--- src/rtl/chess_turn_controller.sv ---
// chess_turn_controller: sequences one chess turn. The flow is: select a piece,
// query the move generator, pick a target, commit the move to the board, and
// hand the turn to the other side.
// Optional macro TURN_TIMER_EN adds a per-turn forfeit timer and a time_left port.
module chess_turn_controller #(
  parameter int unsigned GEN_TIMEOUT = 64
`ifdef TURN_TIMER_EN
  ,
  parameter logic [31:0] TURN_LIMIT  = 32'd3_000_000_000
`endif
) (
  input  logic        CLOCK,
  input  logic        RESET,
  input  logic        btn_select,
  input  logic        btn_cancel,
  input  logic [2:0]  coordX,
  input  logic [2:0]  coordY,
  input  logic        sq_occupied,
  input  logic        sq_color,
  output logic        gen_req,
  output logic [2:0]  gen_x,
  output logic [2:0]  gen_y,
  input  logic        gen_done,
  input  logic [63:0] avail_moves_in,
  output logic        commit_req,
  output logic [5:0]  old_pos,
  output logic [5:0]  new_pos,
  input  logic        commit_ack,
  output logic        player,
  output logic [63:0] highlight,
  output logic [2:0]  state,
  output logic        err,
`ifdef TURN_TIMER_EN
  output logic [31:0] time_left,
`endif
  output logic        moved
);

  localparam int unsigned          WAIT_W    = $clog2(GEN_TIMEOUT + 1);
  localparam logic [WAIT_W-1:0]    WAIT_LAST = WAIT_W'(GEN_TIMEOUT - 1);

  typedef enum logic [2:0] {
    ST_SEL = 3'd0,
    ST_GEN = 3'd1,
    ST_TGT = 3'd2,
    ST_CMT = 3'd3
  } state_t;

  state_t              r_state,      w_state_nxt;
  logic                r_player,     w_player_nxt;
  logic                r_gen_req,    w_gen_req_nxt;
  logic [2:0]          r_gen_x,      w_gen_x_nxt;
  logic [2:0]          r_gen_y,      w_gen_y_nxt;
  logic                r_commit_req, w_commit_req_nxt;
  logic [5:0]          r_old_pos,    w_old_pos_nxt;
  logic [5:0]          r_new_pos,    w_new_pos_nxt;
  logic [63:0]         r_highlight,  w_highlight_nxt;
  logic                r_err,        w_err_nxt;
  logic                r_moved,      w_moved_nxt;
  logic [WAIT_W-1:0]   r_wait,       w_wait_nxt;
  logic [5:0]          w_idx;
  logic                w_own_sq;
  logic                w_forfeit;

`ifdef TURN_TIMER_EN
  logic [31:0] r_turn_cnt, w_turn_cnt_nxt;
  logic [31:0] r_time_left;

  // Turn is over once the counter reaches the limit; it saturates there.
  assign w_forfeit = (r_turn_cnt >= TURN_LIMIT);

  // Turn counter restarts whenever the side to move changes.
  always_comb begin
    w_turn_cnt_nxt = r_turn_cnt;
    if (w_player_nxt != r_player) begin
      w_turn_cnt_nxt = '0;
    end else if (!w_forfeit) begin
      w_turn_cnt_nxt = r_turn_cnt + 32'd1;
    end
  end

  // Turn counter and remaining-time registers.
  always_ff @(posedge CLOCK) begin
    if (RESET) begin
      r_turn_cnt  <= '0;
      r_time_left <= TURN_LIMIT;
    end else begin
      r_turn_cnt  <= w_turn_cnt_nxt;
      r_time_left <= TURN_LIMIT - w_turn_cnt_nxt;
    end
  end

  assign time_left = r_time_left;
`else
  assign w_forfeit = 1'b0;
`endif

  assign w_idx    = {coordX, coordY};
  assign w_own_sq = sq_occupied && (sq_color == r_player);

  // Next-state and next-output logic for the turn sequencer.
  always_comb begin
    w_state_nxt     = r_state;
    w_player_nxt    = r_player;
    w_gen_x_nxt     = r_gen_x;
    w_gen_y_nxt     = r_gen_y;
    w_old_pos_nxt   = r_old_pos;
    w_new_pos_nxt   = r_new_pos;
    w_highlight_nxt = r_highlight;
    w_wait_nxt      = r_wait;
    w_err_nxt       = 1'b0;
    w_moved_nxt     = 1'b0;

    case (r_state)
      ST_SEL: begin
        if (w_forfeit) begin
          w_highlight_nxt = '0;
          w_player_nxt    = ~r_player;
          w_err_nxt       = 1'b1;
        end else if (btn_select) begin
          if (w_own_sq) begin
            w_gen_x_nxt   = coordX;
            w_gen_y_nxt   = coordY;
            w_old_pos_nxt = w_idx;
            w_wait_nxt    = '0;
            w_state_nxt   = ST_GEN;
          end else begin
            w_err_nxt = 1'b1;
          end
        end
      end
      ST_GEN: begin
        if (gen_done) begin
          if (avail_moves_in == 64'd0) begin
            w_highlight_nxt = '0;
            w_err_nxt       = 1'b1;
            w_state_nxt     = ST_SEL;
          end else begin
            w_highlight_nxt = avail_moves_in;
            w_state_nxt     = ST_TGT;
          end
        end else if (r_wait == WAIT_LAST) begin
          w_err_nxt   = 1'b1;
          w_state_nxt = ST_SEL;
        end else begin
          w_wait_nxt = r_wait + WAIT_W'(1);
        end
      end
      ST_TGT: begin
        if (w_forfeit) begin
          w_highlight_nxt = '0;
          w_player_nxt    = ~r_player;
          w_err_nxt       = 1'b1;
          w_state_nxt     = ST_SEL;
        end else if (btn_cancel) begin
          w_highlight_nxt = '0;
          w_state_nxt     = ST_SEL;
        end else if (btn_select) begin
          if (r_highlight[w_idx]) begin
            w_new_pos_nxt = w_idx;
            w_state_nxt   = ST_CMT;
          end else if (w_own_sq) begin
            w_gen_x_nxt   = coordX;
            w_gen_y_nxt   = coordY;
            w_old_pos_nxt = w_idx;
            w_wait_nxt    = '0;
            w_state_nxt   = ST_GEN;
          end else begin
            w_err_nxt = 1'b1;
          end
        end
      end
      ST_CMT: begin
        if (commit_ack) begin
          w_highlight_nxt = '0;
          w_player_nxt    = ~r_player;
          w_moved_nxt     = 1'b1;
          w_state_nxt     = ST_SEL;
        end
      end
      default: begin
        w_state_nxt = ST_SEL;
      end
    endcase

    w_gen_req_nxt    = (w_state_nxt == ST_GEN);
    w_commit_req_nxt = (w_state_nxt == ST_CMT);
  end

  // State and registered outputs.
  always_ff @(posedge CLOCK) begin
    if (RESET) begin
      r_state      <= ST_SEL;
      r_player     <= 1'b0;
      r_gen_req    <= 1'b0;
      r_gen_x      <= '0;
      r_gen_y      <= '0;
      r_commit_req <= 1'b0;
      r_old_pos    <= '0;
      r_new_pos    <= '0;
      r_highlight  <= '0;
      r_err        <= 1'b0;
      r_moved      <= 1'b0;
      r_wait       <= '0;
    end else begin
      r_state      <= w_state_nxt;
      r_player     <= w_player_nxt;
      r_gen_req    <= w_gen_req_nxt;
      r_gen_x      <= w_gen_x_nxt;
      r_gen_y      <= w_gen_y_nxt;
      r_commit_req <= w_commit_req_nxt;
      r_old_pos    <= w_old_pos_nxt;
      r_new_pos    <= w_new_pos_nxt;
      r_highlight  <= w_highlight_nxt;
      r_err        <= w_err_nxt;
      r_moved      <= w_moved_nxt;
      r_wait       <= w_wait_nxt;
    end
  end

  assign state      = r_state;
  assign player     = r_player;
  assign gen_req    = r_gen_req;
  assign gen_x      = r_gen_x;
  assign gen_y      = r_gen_y;
  assign commit_req = r_commit_req;
  assign old_pos    = r_old_pos;
  assign new_pos    = r_new_pos;
  assign highlight  = r_highlight;
  assign err        = r_err;
  assign moved      = r_moved;

endmodule

--- config.mk ---
export PLATFORM = sky130hd
export DESIGN_NAME = chess_turn_controller
export DESIGN_NICKNAME = d
export VERILOG_FILES = /design/src/rtl/chess_turn_controller.sv
export SDC_FILE = /design/constraint.sdc
export NUM_CORES = 1
export LEC_CHECK = 0
export ABC_AREA = 1
export BUFFER_PORTS_ARGS = -buffer_cell sky130_fd_sc_hd__buf_4
export CAP_MARGIN = 10
export CORE_ASPECT_RATIO = 0.8
export CORE_UTILIZATION = 53
export DETAILED_ROUTE_END_ITERATION = 16
export PLACE_DENSITY = 0.81
export SYNTH_ARGS = -nofsm -noshare
export SYNTH_HDL_FRONTEND = slang
export SYNTH_SLANG_ARGS = --single-unit
--- constraint.sdc ---
create_clock -name CLOCK -period 2.7 [get_ports CLOCK]
set_clock_uncertainty 0.2 [all_clocks]
set_input_delay 0.54 -clock CLOCK [delete_from_list [all_inputs] [get_ports CLOCK]]
set_output_delay 0.54 -clock CLOCK [all_outputs]
set_load 0.02 [all_outputs]
### Word-level counts from Yosys, hierarchy flattened

Index checks and enable logic that the tools add are counted.

| word-level totals | value |
|---|---|
| register bits | 97 |
| input port bits | 78 |
| output and inout bits | 90 |
| logic and storage cells | 98 |

| cells by class | value |
|---|---|
| $add $sub $neg | 1 |
| magnitude comparators | 1 |
| equal/unequal tests | 16 |
| muxes and demuxes | 53 |
| bitwise logic cells | 3 |
| reduce and logical (&&, ||, !) cells | 12 |

Operator list:

| cell | count |
|---|---|
| $mux W64 | 4 |
| $pmux W64 S3 | 1 |
| $logic_not A64 Y1 | 1 |
| $mux W3 | 18 |
| $mux W7 | 7 |
| $mux W6 | 5 |
| $pmux W7 S3 | 1 |
| $ne A2 B2 Y1 const B | 9 |
| $pmux W3 S2 | 2 |
| $pmux W3 S4 | 1 |
| $pmux W6 S2 | 1 |
| $mux W1 | 10 |
| $eq A3 B2 Y1 const B | 3 |
| $reduce_and A4 Y1 | 2 |
| $add A7 B1 Y7 const B | 1 |
| $eq A7 B6 Y1 const B | 1 |
| $lt A6 B7 Y1 const B | 1 |
| $reduce_and A7 Y1 | 1 |
| $bmux W1 S6 | 1 |
| $eq A3 B1 Y1 const B | 2 |
| $reduce_bool A3 Y1 | 2 |
| $reduce_and A5 Y1 | 1 |
| $logic_not A3 Y1 | 1 |
| $not A1 Y1 | 3 |
| other kinds (7) | 7 |

### Depth between registers and ports, before layout

| logic depth | value |
|---|---|
| depth after elaboration | 8 |
| depth in mapped cells | 16 |
| gate-level depth less buffers | 13 |

### Worst setup path after synthesis

No wires, ideal clock.

| timing path | value |
|---|---|
| kind | input -> register |
| start | in coordY[0] |
| end | reg r_wait[1] |
| setup time | 0.115 ns |
| arrival time | 1.747 ns |
| required time | 2.385 ns |
| setup slack | 0.638 ns |
| cell stages on the path | 15 |
| buffers on the path | 3 |
| cells stage by stage | buf_6 inv_8 buf_12 nand2_2 nand3_2 nand3_1 nand2_1 nand2_1 nand3_1 nand3_2 nand2_4 nand2_8 buf_8 a31oi_1 nor2_1 |

| between the ends | value |
|---|---|
| word-level cells in the longest chain between the ends | 4 |

Ends and longest elaborated chain:

| what | line | text |
|---|---|---|
| start, declared | 17 | `input logic [2:0] coordY,` |
| $bmux W1 S6 | 159 | `if (r_highlight[w_idx]) begin` |
| $mux W1 (implied by the code) | 159 |  |
| $ne A2 B2 Y1 (no source line) | - |  |
| $reduce_and A7 Y1 (no source line) | - |  |
| end signal, assigned | 217 | `r_wait <= w_wait_nxt;` |
| end, declared | 60 | `logic [WAIT_W-1:0] r_wait, w_wait_nxt;` |

Every way passes these cells. The select of a mux whose other input is x is not followed.
A chain may end at the register's enable or synchronous reset.

### Worst setup path in the final report

| timing path | value |
|---|---|
| start | in avail_moves_in[24] |
| end | reg r_highlight[57] (netlist: highlight[57]) |

| between the ends | value |
|---|---|
| word-level cells in the longest chain between the ends | 4 |

Ends and longest elaborated chain:

| what | line | text |
|---|---|---|
| start, declared | 24 | `input logic [63:0] avail_moves_in,` |
| $logic_not A64 Y1 | 134 | `if (avail_moves_in == 64'd0) begin` |
| $mux W64 | 134 |  |
| $mux W64 | 133 | `if (gen_done) begin` |
| $pmux W64 S3 | 114 | `case (r_state)` |
| end signal, assigned | 214 | `r_highlight <= w_highlight_nxt;` |
| end, declared | 57 | `logic [63:0] r_highlight, w_highlight_nxt;` |

Every way passes these cells. The select of a mux whose other input is x is not followed.

==> run metrics <==
Max-Cap Viols 0; I/O Buffers 167; DPL Wire Length 9640 µm; Routed Antenna Nets 0; total track usage 30.1%; Die H 83.8 µm; layout cells sized above 1 28.1%; gp weighted congestion 0.842; Die Wd 104 µm; status complete, no violations; Clock Sinks 91; Critical Path Max Stage Delay 0.33 ns; setup violators final 0; CP Class primary input to register; fin. max-slew vios 0; most frequent cells in the layout nand2_1 (228), buf_4 (173), dfxtp_1 (91), a21oi_1 (87), nand3_1 (54); worst vdd ir 0.284 mV; Crit. End Element register; RSZ-0062 raised after global routing false; CP max-delay cell nor3b_1; Main synth FF type dfxtp_1; row count 29; Clk Tree Root Cell clkbuf_8; fin crit share 81.8%; post_cts resized 0; IO Count 168; CTS clk-pin slew, worst paths 0.09 ns; Clock Path Buffers 2; Hold Path Class primary input to register; # nets final 858; initial antenna violation count 0; vias 4818; CTS tree yes; slew margin rel. 64.2%; Syn. warnings 0; Synth Register Bits 91; total gr overflow 0; worst path arrival time 2.25 ns; global-route wire length before repair 21400 µm; crit-path leading delay family simple AND/OR/NAND/NOR gates; final hold violation count 0; asr flop ratio synth 0%; total CTS buffers 9; largest net degree at the start of global routing 65; Worst-Margin Slew 0.535 ns; fillers 662; crit path cell chain buf_4 -> nor3_1 -> nor3b_1 -> nand3_1 -> nor2_1 -> nand3_1 -> nand2_1 -> nor2_4 -> buf_4 -> nand2_1 -> a21oi_1; Max Clk Rate 453 MHz; post-synthesis average cell area 7.00 µm²; synthesis-to-layout area growth 31.4%; Die ar. 8740 µm²; Post-synth EDFFs 0; Bufs and invs on worst path 2; fin util 72.7%; Synthesized Nets 713; vias per cell 5.40; Initial Util 55.3%; Core ar. 8020 µm²; startpoint types primary input; # Post-CTS Setup Buffers 0; Antenna Cells 0; CTS H-tree lvls 3; Critical Path RT 2.74 ns; Leak 2.42 nW; WL/cell 14.8 µm; initial DRC count 327; vias in the first global route 4515; PwrDens 452 nW/µm²; Initial DRT Pass Iterations 5; DRC violations left 0; final setup TNS 0 ns; drt total wl 13200 µm; worst-skew pair later-pin latency 0.36 ns; Max FO, Critical Path 40; cells after synthesis 634; library cells used by synthesis 37; most common library cell in the layout ignoring fill and taps nand2_1; crit path time final 2.21 ns; Mapped Area 4440 µm²; Hold Buf Count CTS 0; Seq/Total Area, Yosys 41.1%
==> state kept, by name (all words and copies together), names as in the netlist <==
signal,flops
old_pos,3
commit_req,1
err,1
gen_req,1
gen_x,1
highlight,64
state,3
gen_y,2
r_wait,7
moved,1
new_pos,6
player,1
==> power breakdown <==
| group | leakage, nW | total, W | internal [W] | switching, W |
|---|---|---|---|---|
| clock | 0.0966 | 0.000918 | 0.000430 | 0.000488 |
| sequential | 0.735 | 0.00137 | 0.00136 | 0.0000164 |
| combinational | 1.59 | 0.000340 | 0.000148 | 0.000192 |
| total | 2.42 | 0.00263 | 0.00194 | 0.000696 |
==> worst register-to-register path: stages, from the launching register on <==
cell and delay (ns):
dfxtp_1 0.43, inv_1 0.11, nor2_1 0.10, nand2_1 0.08, inv_1 0.17, nand2_1 0.37, nand3_2 0.30, nand2_1 0.07
a21oi_1 0.14
==> through the flow <==
stage	setup slack [ns]	hold WS, ns	std cells	total power, W	area [µm²]
after CTS	0.558	0.222	892	0.00264	5830
final	0.492	0.230	892	0.00263	5830
after global routing	0.382	0.219	892	0.00273	5830
after global placement	0.231	0.265	876	0.00174	5640
after detailed placement	0.189	0.273	876	0.00174	5640
after floorplan	0.638	0.263	634	0.00158	4440
==> layer usage <==
layer  global-route usage [%]  wire [µm]
met1                     39.1       5750
met2                     49.2       6230
met3                     5.78        874
met4                     11.8        315
met5                        0          0
==> Yosys cell counts (3+ instances only) <==
cell type	n	share of area, %
nor3_1	5	0.56
inv_1	16	1.4
buf_2	14	1.6
xor2_1	3	0.59
clkbuf_1	10	0.85
o21ai_1	4	0.45
nand2_1	228	19
nor4_1	7	0.99
a21oi_1	87	9.8
dfxtp_1	91	41
buf_6	8	2.0
buf_4	7	1.2
nand3_2	7	1.6
inv_2	3	0.25
nand2_2	11	1.6
o21ai_0	7	0.79
nand4_1	17	2.4
nor2_1	35	3.0
nand3_1	55	6.2
==> final timing paths <==
path	start	endpoint	slack, ns	cells after the start
setup reg to reg	state[1]	r_wait[2]	0.66	8
hold reg to reg	gen_y[1]	gen_y[1]	0.28	2
hold / removal	avail_moves_in[41]	highlight[41]	0.23	3
setup / recovery	avail_moves_in[24]	highlight[57]	0.49	11
==> cell type report <==
type | instances | area (µm²) | area share [%]
Clock buffer | 10 | 128 | 2.19
Tap cell | 108 | 135 | 2.32
Timing Repair Buffer | 175 | 1340 | 23.0
Multi-Input combinational cell | 480 | 2250 | 38.6
Sequential cell | 91 | 1820 | 31.3
Clock inverter | 6 | 65.1 | 1.12
Inverter | 22 | 92.6 | 1.59
==> logic make-up after synthesis <==
logic type	synth area share, %
XOR/XNOR	0.987
flip-flops	41.1
adder cells (fa/ha/maj)	0.282
AND/OR/NAND/NOR	37.3
AO/OA/AOI/OAI	11.8
buffers and inverters	8.52
other	0.0845
(Power assumes the default switching activity.)
